$ cat config.mk
export PLATFORM = sky130hd
export DESIGN_NAME = mem_ctrl
export DESIGN_NICKNAME = d
export VERILOG_FILES = /design/src/rtl/mem_ctrl_pkg.sv /design/src/rtl/mem_ctrl_byte_assembler.sv /design/src/rtl/mem_ctrl.sv
export SDC_FILE = /design/constraint.sdc
export NUM_CORES = 1
export LEC_CHECK = 0
export ABC_AREA = 1
export BUFFER_PORTS_ARGS = -buffer_cell sky130_fd_sc_hd__buf_2
export CORE_MARGIN = 2
export CORE_UTILIZATION = 55
export DETAILED_ROUTE_END_ITERATION = 8
export GPL_TIMING_DRIVEN = 0
export HOLD_SLACK_MARGIN = 0.15
export PLACE_DENSITY = 0.95
export SLEW_MARGIN = 20
export SYNTH_ARGS = -nofsm -noshare
export SYNTH_HDL_FRONTEND = slang
export SYNTH_HIERARCHICAL = 1
export SYNTH_SLANG_ARGS = --single-unit
$ cat constraint.sdc
create_clock -name clk -period 5.5 [get_ports clk]
set_clock_uncertainty 0.05 [all_clocks]
set_input_delay 0.825 -clock clk [delete_from_list [all_inputs] [get_ports clk]]
set_output_delay 0.825 -clock clk [all_outputs]
set_load 0.02 [all_outputs]
$ cat src/rtl/mem_ctrl_pkg.sv
// -----------------------------------------------------------------------------
// mem_ctrl_pkg
// Shared definitions for the single-port RAM/HCI memory controller:
//   - RAM bus width and request-length bus width
//   - read/write encodings for the RAM write strobe
//   - controller FSM state and transaction-owner encodings
//   - default start of the I/O-mapped region
//   - norm_len(): maps a raw request length to the number of beats issued
// -----------------------------------------------------------------------------
package mem_ctrl_pkg;

  localparam int RAM_W = 8;
  localparam int LEN_W = 3;

  localparam logic MEM_READ  = 1'b0;
  localparam logic MEM_WRITE = 1'b1;

  localparam logic [31:0] IO_BASE_DEFAULT = 32'h0003_0000;

  typedef enum logic [1:0] {
    ST_IDLE  = 2'd0,
    ST_READ  = 2'd1,
    ST_WRITE = 2'd2,
    ST_DONE  = 2'd3
  } mc_state_t;

  typedef enum logic {
    OWN_IF  = 1'b0,
    OWN_LSB = 1'b1
  } mc_owner_t;

  // Only 1, 2 and 4 byte accesses exist; anything else is issued as a word.
  function automatic logic [LEN_W-1:0] norm_len(input logic [LEN_W-1:0] len);
    case (len)
      3'd1:    norm_len = 3'd1;
      3'd2:    norm_len = 3'd2;
      default: norm_len = 3'd4;
    endcase
  endfunction

endpackage

$ cat src/rtl/mem_ctrl_byte_assembler.sv
// -----------------------------------------------------------------------------
// mem_byte_assembler
// Beat counter plus little-endian read-data capture register.
//   clk, rst   : clock, asynchronous active-low reset (counter only)
//   i_en       : global enable; 0 holds everything
//   i_start    : new transaction, counter and data cleared
//   i_step     : advance the beat counter
//   i_cap      : capture i_din into byte lane (o_cnt - 1)
//   i_din      : RAM read byte
//   o_cnt      : current beat number
//   o_data     : assembled, zero-extended data
// -----------------------------------------------------------------------------
module mem_byte_assembler
  import mem_ctrl_pkg::*;
#(
  parameter int DATA_W = 32
) (
  input  logic              clk,
  input  logic              rst,
  input  logic              i_en,
  input  logic              i_start,
  input  logic              i_step,
  input  logic              i_cap,
  input  logic [RAM_W-1:0]  i_din,
  output logic [LEN_W-1:0]  o_cnt,
  output logic [DATA_W-1:0] o_data
);

  localparam int NBYTES = DATA_W / 8;

  logic [LEN_W-1:0]  r_cnt;
  logic [DATA_W-1:0] r_data;
  logic [1:0]        w_lane;

  // RAM data lags its address by one cycle, so the byte arriving now
  // belongs to the beat before the current counter value.
  assign w_lane = 2'(r_cnt - 3'd1);

  always_ff @(posedge clk or negedge rst) begin
    if (!rst) begin
      r_cnt <= '0;
    end else if (i_en) begin
      if (i_start)     r_cnt <= '0;
      else if (i_step) r_cnt <= r_cnt + 3'd1;
    end
  end

  always_ff @(posedge clk) begin
    if (i_en) begin
      if (i_start) begin
        r_data <= '0;
      end else if (i_cap) begin
        for (int b = 0; b < NBYTES; b++) begin
          if (w_lane == 2'(b)) r_data[b*8 +: 8] <= i_din;
        end
      end
    end
  end

  assign o_cnt  = r_cnt;
  assign o_data = r_data;

endmodule

$ cat src/rtl/mem_ctrl.sv
// -----------------------------------------------------------------------------
// mem_ctrl
// Single-port memory controller between the 8-bit RAM/HCI bus and two clients
// (instruction fetch and load/store buffer). Requests of 1/2/4 bytes are split
// into byte beats; read data is assembled little-endian and each request gets
// exactly one completion pulse (unless flushed).
//   clk, rst        : clock, asynchronous active-low reset
//   rdy             : global enable, 0 freezes all state and blocks writes
//   clear           : pipeline flush
//   io_buffer_full  : HCI output buffer full, stalls I/O-region writes
//   mem_din/dout/a/wr : RAM byte bus
//   IF_*            : fetch request (always 4 bytes) and completion
//   LSB_*           : load/store request and completion
// -----------------------------------------------------------------------------
module mem_ctrl
  import mem_ctrl_pkg::*;
#(
  parameter int                ADDR_W  = 32,
  parameter int                DATA_W  = 32,
  parameter logic [ADDR_W-1:0] IO_BASE = ADDR_W'(IO_BASE_DEFAULT)
) (
  input  logic              clk,
  input  logic              rst,
  input  logic              rdy,
  input  logic              clear,
  input  logic              io_buffer_full,
  input  logic [RAM_W-1:0]  mem_din,
  output logic [RAM_W-1:0]  mem_dout,
  output logic [ADDR_W-1:0] mem_a,
  output logic              mem_wr,
  input  logic              IF_enable,
  input  logic [ADDR_W-1:0] IF_addr,
  output logic              IF_data_valid,
  output logic [DATA_W-1:0] IF_data,
  input  logic              LSB_enable,
  input  logic              LSB_is_write,
  input  logic [ADDR_W-1:0] LSB_addr,
  input  logic [LEN_W-1:0]  LSB_data_len,
  input  logic [DATA_W-1:0] LSB_write_data,
  output logic              LSB_data_valid,
  output logic [DATA_W-1:0] LSB_data
);

  localparam int NBYTES = DATA_W / 8;

  mc_state_t         r_state;
  mc_owner_t         r_owner;
  logic              r_suppress;
  logic [ADDR_W-1:0] r_base;
  logic [LEN_W-1:0]  r_len;
  logic [DATA_W-1:0] r_wdata;

  mc_state_t         w_state_nx;
  logic              w_grant_lsb;
  logic              w_grant_if;
  logic              w_start;
  logic              w_step;
  logic              w_cap;
  logic              w_set_sup;
  logic [LEN_W-1:0]  w_cnt;
  logic [DATA_W-1:0] w_rdata;
  logic [ADDR_W-1:0] w_beat_addr;
  logic              w_more;
  logic              w_io_stall;
  logic              w_fire;
  logic [RAM_W-1:0]  w_wbyte;

  mem_byte_assembler #(
    .DATA_W (DATA_W)
  ) u_asm (
    .clk     (clk),
    .rst     (rst),
    .i_en    (rdy),
    .i_start (w_start),
    .i_step  (w_step),
    .i_cap   (w_cap),
    .i_din   (mem_din),
    .o_cnt   (w_cnt),
    .o_data  (w_rdata)
  );

  assign w_beat_addr = r_base + ADDR_W'(w_cnt);
  assign w_more      = (w_cnt < r_len);
  assign w_io_stall  = (w_beat_addr >= IO_BASE) && io_buffer_full;

  // Next-state and beat control
  always_comb begin
    w_state_nx  = r_state;
    w_grant_lsb = 1'b0;
    w_grant_if  = 1'b0;
    w_start     = 1'b0;
    w_step      = 1'b0;
    w_cap       = 1'b0;
    w_set_sup   = 1'b0;
    case (r_state)
      ST_IDLE: begin
        if (!clear) begin
          if (LSB_enable) begin
            w_grant_lsb = 1'b1;
            w_start     = 1'b1;
            w_state_nx  = LSB_is_write ? ST_WRITE : ST_READ;
          end else if (IF_enable) begin
            w_grant_if = 1'b1;
            w_start    = 1'b1;
            w_state_nx = ST_READ;
          end
        end
      end
      ST_READ: begin
        if (clear) begin
          w_state_nx = ST_IDLE;
        end else begin
          // Beat 0 has no returning byte yet; the cycle after the last
          // address beat only collects the final byte.
          w_cap = (w_cnt != 3'd0);
          if (w_more) w_step     = 1'b1;
          else        w_state_nx = ST_DONE;
        end
      end
      ST_WRITE: begin
        // A store already on the bus is committed: a flush only hides
        // its completion, the remaining beats still go out.
        if (clear) w_set_sup = 1'b1;
        if (!w_io_stall) begin
          w_step = 1'b1;
          if (w_cnt == r_len - 3'd1) w_state_nx = ST_DONE;
        end
      end
      ST_DONE: begin
        w_state_nx = ST_IDLE;
      end
      default: begin
        w_state_nx = ST_IDLE;
      end
    endcase
  end

  // Control state
  always_ff @(posedge clk or negedge rst) begin
    if (!rst) begin
      r_state    <= ST_IDLE;
      r_owner    <= OWN_IF;
      r_suppress <= 1'b0;
    end else if (rdy) begin
      r_state <= w_state_nx;
      if (w_grant_lsb)     r_owner <= OWN_LSB;
      else if (w_grant_if) r_owner <= OWN_IF;
      if (w_start)        r_suppress <= 1'b0;
      else if (w_set_sup) r_suppress <= 1'b1;
    end
  end

  // Latched request
  always_ff @(posedge clk) begin
    if (rdy) begin
      if (w_grant_lsb) begin
        r_base  <= LSB_addr;
        r_len   <= norm_len(LSB_data_len);
        r_wdata <= LSB_write_data;
      end else if (w_grant_if) begin
        r_base  <= IF_addr;
        r_len   <= 3'd4;
        r_wdata <= '0;
      end
    end
  end

  always_comb begin
    w_wbyte = '0;
    for (int b = 0; b < NBYTES; b++) begin
      if (w_cnt[1:0] == 2'(b)) w_wbyte = r_wdata[b*8 +: 8];
    end
  end

  // The address is only driven while a beat is live so that the idle bus
  // never touches I/O locations whose reads have side effects.
  assign mem_a    = ((r_state == ST_READ && w_more) || r_state == ST_WRITE) ? w_beat_addr : '0;
  assign mem_dout = (r_state == ST_WRITE) ? w_wbyte : '0;
  assign mem_wr   = (rdy && r_state == ST_WRITE && !w_io_stall) ? MEM_WRITE : MEM_READ;

  // Gating with rdy keeps the pulse to the single cycle in which DONE retires.
  assign w_fire         = rdy && (r_state == ST_DONE) && !clear && !r_suppress;
  assign IF_data_valid  = w_fire && (r_owner == OWN_IF);
  assign LSB_data_valid = w_fire && (r_owner == OWN_LSB);
  assign IF_data        = (r_state == ST_DONE && r_owner == OWN_IF)  ? w_rdata : '0;
  assign LSB_data       = (r_state == ST_DONE && r_owner == OWN_LSB) ? w_rdata : '0;

endmodule

After elaboration in Yosys (flattened, before gate mapping). Index checks and enable logic that the tools add are counted.

Add/subtract/negate cells: 4. Order comparisons: 2. Equality and inequality tests: 17. Muxes and demuxes: 54. Bitwise operators: 1. Reductions and logical operators: 35.

Operators with widths (count): $mux W32 (8); $mux W8 (9); $add A32 B3 Y32 (1); $ge A32 B18 Y1 const B (1); $mux W1 (22); $mux W2 (8); $reduce_bool A2 Y1 (8); $eq A2 B2 Y1 const B (6); $mux W3 (4); $reduce_and A3 Y1 (4); $logic_and A1 B1 Y1 (11); $pmux W2 S4 (1); $eq A2 B1 Y1 const B (3); $logic_not A2 Y1 (3); $ne A2 B2 Y1 const B (3); $ne A3 B3 Y1 const B (2); $pmux W3 S2 (1); $reduce_and A2 Y1 (3); $reduce_and A6 Y1 (1); $add A3 B1 Y3 const B (1); $eq A3 B1 Y1 const B (1); $eq A3 B2 Y1 const B (1); $eq A3 B3 Y1 (1); $logic_not A1 Y1 (3); 7 further kinds (7).

Register bits: 106. Logic and storage cells: 124.

Logic depth before layout (Yosys ltp).
Depth after elaboration: 7. Depth in mapped cells: 20. Mapped depth without buffers: 20.

Modules after synthesis. The synthesis kept the hierarchy.

Modules (own cells, without submodules): mem_ctrl (times used 1, cells an instance 744, area an instance 5128.7 um^2, seq. area each 2112.0 um^2); mem_byte_assembler (times used 1, cells an instance 86, area an instance 1283.7 um^2, seq. area each 1036.0 um^2).

Worst setup path after synthesis. No wires, ideal clock.

Path kind: input port to flip-flop. Start: in LSB_enable. End: reg r_base[0] (enable). Data arrival time: 2.734 ns. Slack: 2.295 ns. Stages on the path: 4. Cell sequence: nor2_1 > nor3_1 > nand2_1 > inv_1.

Cells in the longest elaborated chain, start to end: 5.

RTL lines: from (decl) (line mem_ctrl.sv:35) `input logic LSB_enable,`; $mux W1 (line mem_ctrl.sv:98) `if (LSB_enable) begin`; $mux W1 (line mem_ctrl.sv:97) `if (!clear) begin`; $mux W1 (line mem_ctrl.sv:95) `case (r_state)`; $reduce_bool A2 Y1 (no source line) (*); $reduce_and A2 Y1 (no source line) (*); to (signal assigned) (line mem_ctrl.sv:157) `r_base <= LSB_addr;`; to (signal assigned) (line mem_ctrl.sv:161) `r_base <= IF_addr;`; to (decl) (line mem_ctrl.sv:49) `logic [ADDR_W-1:0] r_base;`.

Every way passes the cells marked *; elsewhere a longest branch is shown, timed or not. A chain may end at the register's enable or synchronous reset.

Final worst setup path.
Start: reg u_asm.r_cnt[0] (netlist: u_asm/o_cnt[0]). End: out mem_a[10].

Cells in the longest elaborated chain, start to end: 4.

RTL lines: from (decl) (line mem_ctrl_byte_assembler.sv:31) `logic [LEN_W-1:0] r_cnt;`; from (signal assigned) (line mem_ctrl_byte_assembler.sv:44) `else if (i_step) r_cnt <= r_cnt + 3'd1;`; branches (longest 3 deep; another with $add A32 B3 Y32); $mux W32 (*) (line mem_ctrl.sv:177) `assign mem_a = ((r_state == ST_READ && w_more) || r_state == ST_WRITE) ? w_beat_addr : '0;`; to (decl) (line mem_ctrl.sv:29) `output logic [ADDR_W-1:0] mem_a,`.

Mark *: on every way between the ends.

==> qor.csv <==
metric,value,unit
drc_errors,0,
netlist.area_leader.share,46.4,%
synth_most_common_cell,nand2_1,
tns,0,ns
yosys-top-cells-area,"edfxtp_1 (46%), nand2_1 (14%), nor2_1 (10%)",
synthArstFlopShare,6.60,%
path_class,register to primary output,
clock_sinks,106,
pin_count,222,
cts_max_path_buffers,2,
avgRoutedWirePerCell,14.3,um
power.total,2.94,mW
hp-class,input pin to async pin,
rsz0062_at_grt,no,
drive_gt1_share,25.1,%
tightest_slew,0.949,ns
antenna_found_initial,0,
critPathArrivalTime,2.97,ns
die-height,112,um
gp_congestion,0.942,
dieArea,12500,um^2
drtIter0Drc,310,
fmax,0.260,GHz
rows,39,
syn-num-nets,962,
cts_hold_buf,0,
crit_top_cell,nand2_1,
cts_max_level,3,
cts_tree,built,
status,finished clean,
grt_pass1_vias,5895,
path_buf_inv,5,
powerDensity,365,nW/um^2
clock_power_share,22.6,%
cp-start-kind,register,
yosys.area_share.simple,32.5,%
seq_area_frac_synth,49.1,%
max_stage_delay,0.54,ns
core,11400,um^2
placed_cell_area,7730,um^2
vias,6135,
switching_share,41.2,%
dp_cells,1195,
power.switching,1.21,mW
critPathMaxFanout,10,
p_int,1.73,mW
power.leakage,4.20,nW
fin_area,8040,um^2
worstPathCellList,clkinv_1 > ha_1 > inv_1 > a31oi_1 > nand2_1 > nand2_1 > inv_2 > clkbuf_1 > nor2_1 > buf_2,
synth_adder_area_share,3.43,%
stdcell_count,1211,
synth_xor_xnor_area_share,1.23,%
synth_flop_cell,edfxtp_1,
max_cap_viol_count,0,
grt_pass1_wl,27.5,mm
synth_top_family_by_area,simple AND/OR/NAND/NOR gates,
die_w,112,um
antenna_cells,0,
crit_path_end_kind,primary output,
synth.mux.area_fraction,0,%
numCtsBuffers,9,
required,4.62,ns
drtPass1Iterations,6,
synthesis.area,6410,um^2
routed_wirelength,17.3,mm
synthTopCellsByCount,"nand2_1 (244), nor2_1 (178), inv_1 (122)",
area_delta_synth_final,25.3,%
post_cts_buffers,0,
synthDistinctLibCells,39,
grt_max_degree,57,
max_slew_margin,36.3,%
ys_ff_latch,106,
globalRoute.totalOverflow,0,
utilization,70.4,%
cts_root_buf,clkbuf_16,
crit_path_top_delay_cell,dfrtp_1,
cp_top_family,buffers and inverters,
synth-edff-count,99,
yosysTopAreaCell,edfxtp_1,
finalCriticalPeriod,3.84,ns
synth_warnings,6,
clk_latency,0.34,ns
period_share,69.9,%
avgSynthCellArea,7.73,um^2
finalHoldViolCount,0,
ant_nets,0,
clk_pin_slew,0.08,ns
synth-compound-area-share,5.05,%
p_comb_share,40.8,%
grt_use_total,27.8,%
setup_viol,0,
vdd_ir_drop_max,0.214,mV
seq_power_share,36.6,%
final_max_slew_viol_count,0,
drt-vias-per-instance,5.07,
ctsResizeCount,0,
dp_hpwl,14.0,mm
port_buffers,221,
synthCells,830,
final_nets,1195,
initial_core_util,56.2,%
[layer usage]
layer / vias up / track usage, % / part of all wire, %
met5: - / 0 / 0
met4: 0 / 9.59 / 2.8
met3: 34 / 4.79 / 7.4
met2: 283 / 50.7 / 50
met1: 2753 / 33.3 / 40
li1: 3065 / - / -
[power groups by stage]
stage	registers, mW	clock network [mW]	logic (mW)
6_report	1.08	0.664	1.20
5_1_grt	1.09	0.696	1.31
4_1_cts	1.07	0.668	1.20
3_5_place_dp	1.09	0	1.19
3_3_place_gp	1.09	0	1.15
2_1_floorplan	1.07	0	0.776
[layout make-up]
type                       instances  area [um^2]
fill                             931         3380
multi-input combinational        577         2710
tap                              143          179
inverter                         125          472
clock inverter                     6         81.3
buffer                            22         86.3
sequential                       106         3150
timing repair buffer             222         1130
clock buffer                      10          229
[sequential cells by signal, indices dropped and copies added (netlist names)]
| signal | cells |
|---|---|
| r_base | 32 |
| r_wdata | 32 |
| u_asm/o_data | 32 |
| r_len | 3 |
| u_asm/o_cnt | 3 |
| r_state | 2 |
| r_owner | 1 |
| r_suppress | 1 |
[stage by stage]
step / setup WS [ns] / hold WS, ns
final: 1.66 / 0.246
after global placement: 1.46 / 0.470
after CTS: 1.68 / 0.241
after floorplan: 2.29 / 0.446
after global routing: 1.44 / 0.244
after detailed placement: 2.06 / 0.478
[path summary, 6_finish.rpt]
path | start | slack (ns) | cells past startpoint | end
max | u_asm/o_cnt[0] | 1.66 | 10 | mem_a[10]
min | rst | 0.25 | 1 | r_state[1]
max reg2reg | u_asm/o_cnt[0] | 2.39 | 18 | u_asm/o_cnt[0]
min reg2reg | r_suppress | 0.50 | 4 | r_suppress
max in group asynchronous | rst | 5.00 | 1 | u_asm/o_cnt[0]
min in group clk | r_suppress | 0.50 | 4 | r_suppress
[cell families (layout without fill, tap and decap cells)]
logic type      after synthesis  count (layout)
simple gates                491             491
buf+inv                     147             385
flops                       106             106
compound gates               60              60
fa+ha+maj                    17              17
xor+xnor                      9               9
[cell usage in the layout, fill, tap and decap left out, types with 2 or more instances in the layout]
cell / n
nand2_1: 244
buf_2: 221
nor2_1: 178
inv_1: 121
edfxtp_1: 99
a21oi_1: 26
o21ai_0: 25
clkbuf_1: 19
nand3_1: 17
ha_1: 16
nand3b_1: 12
nand2_2: 9
clkbuf_16: 9
nor2_2: 8
dfrtp_1: 7
nand4_1: 5
nor3_1: 5
xor2_1: 5
nor2_4: 4
xnor2_1: 4
buf_1: 3
clkinv_1: 2
nor2_8: 2
o31ai_1: 2
clkinv_4: 2
inv_6: 2
Note: power is estimated with default switching activity, not from simulation.
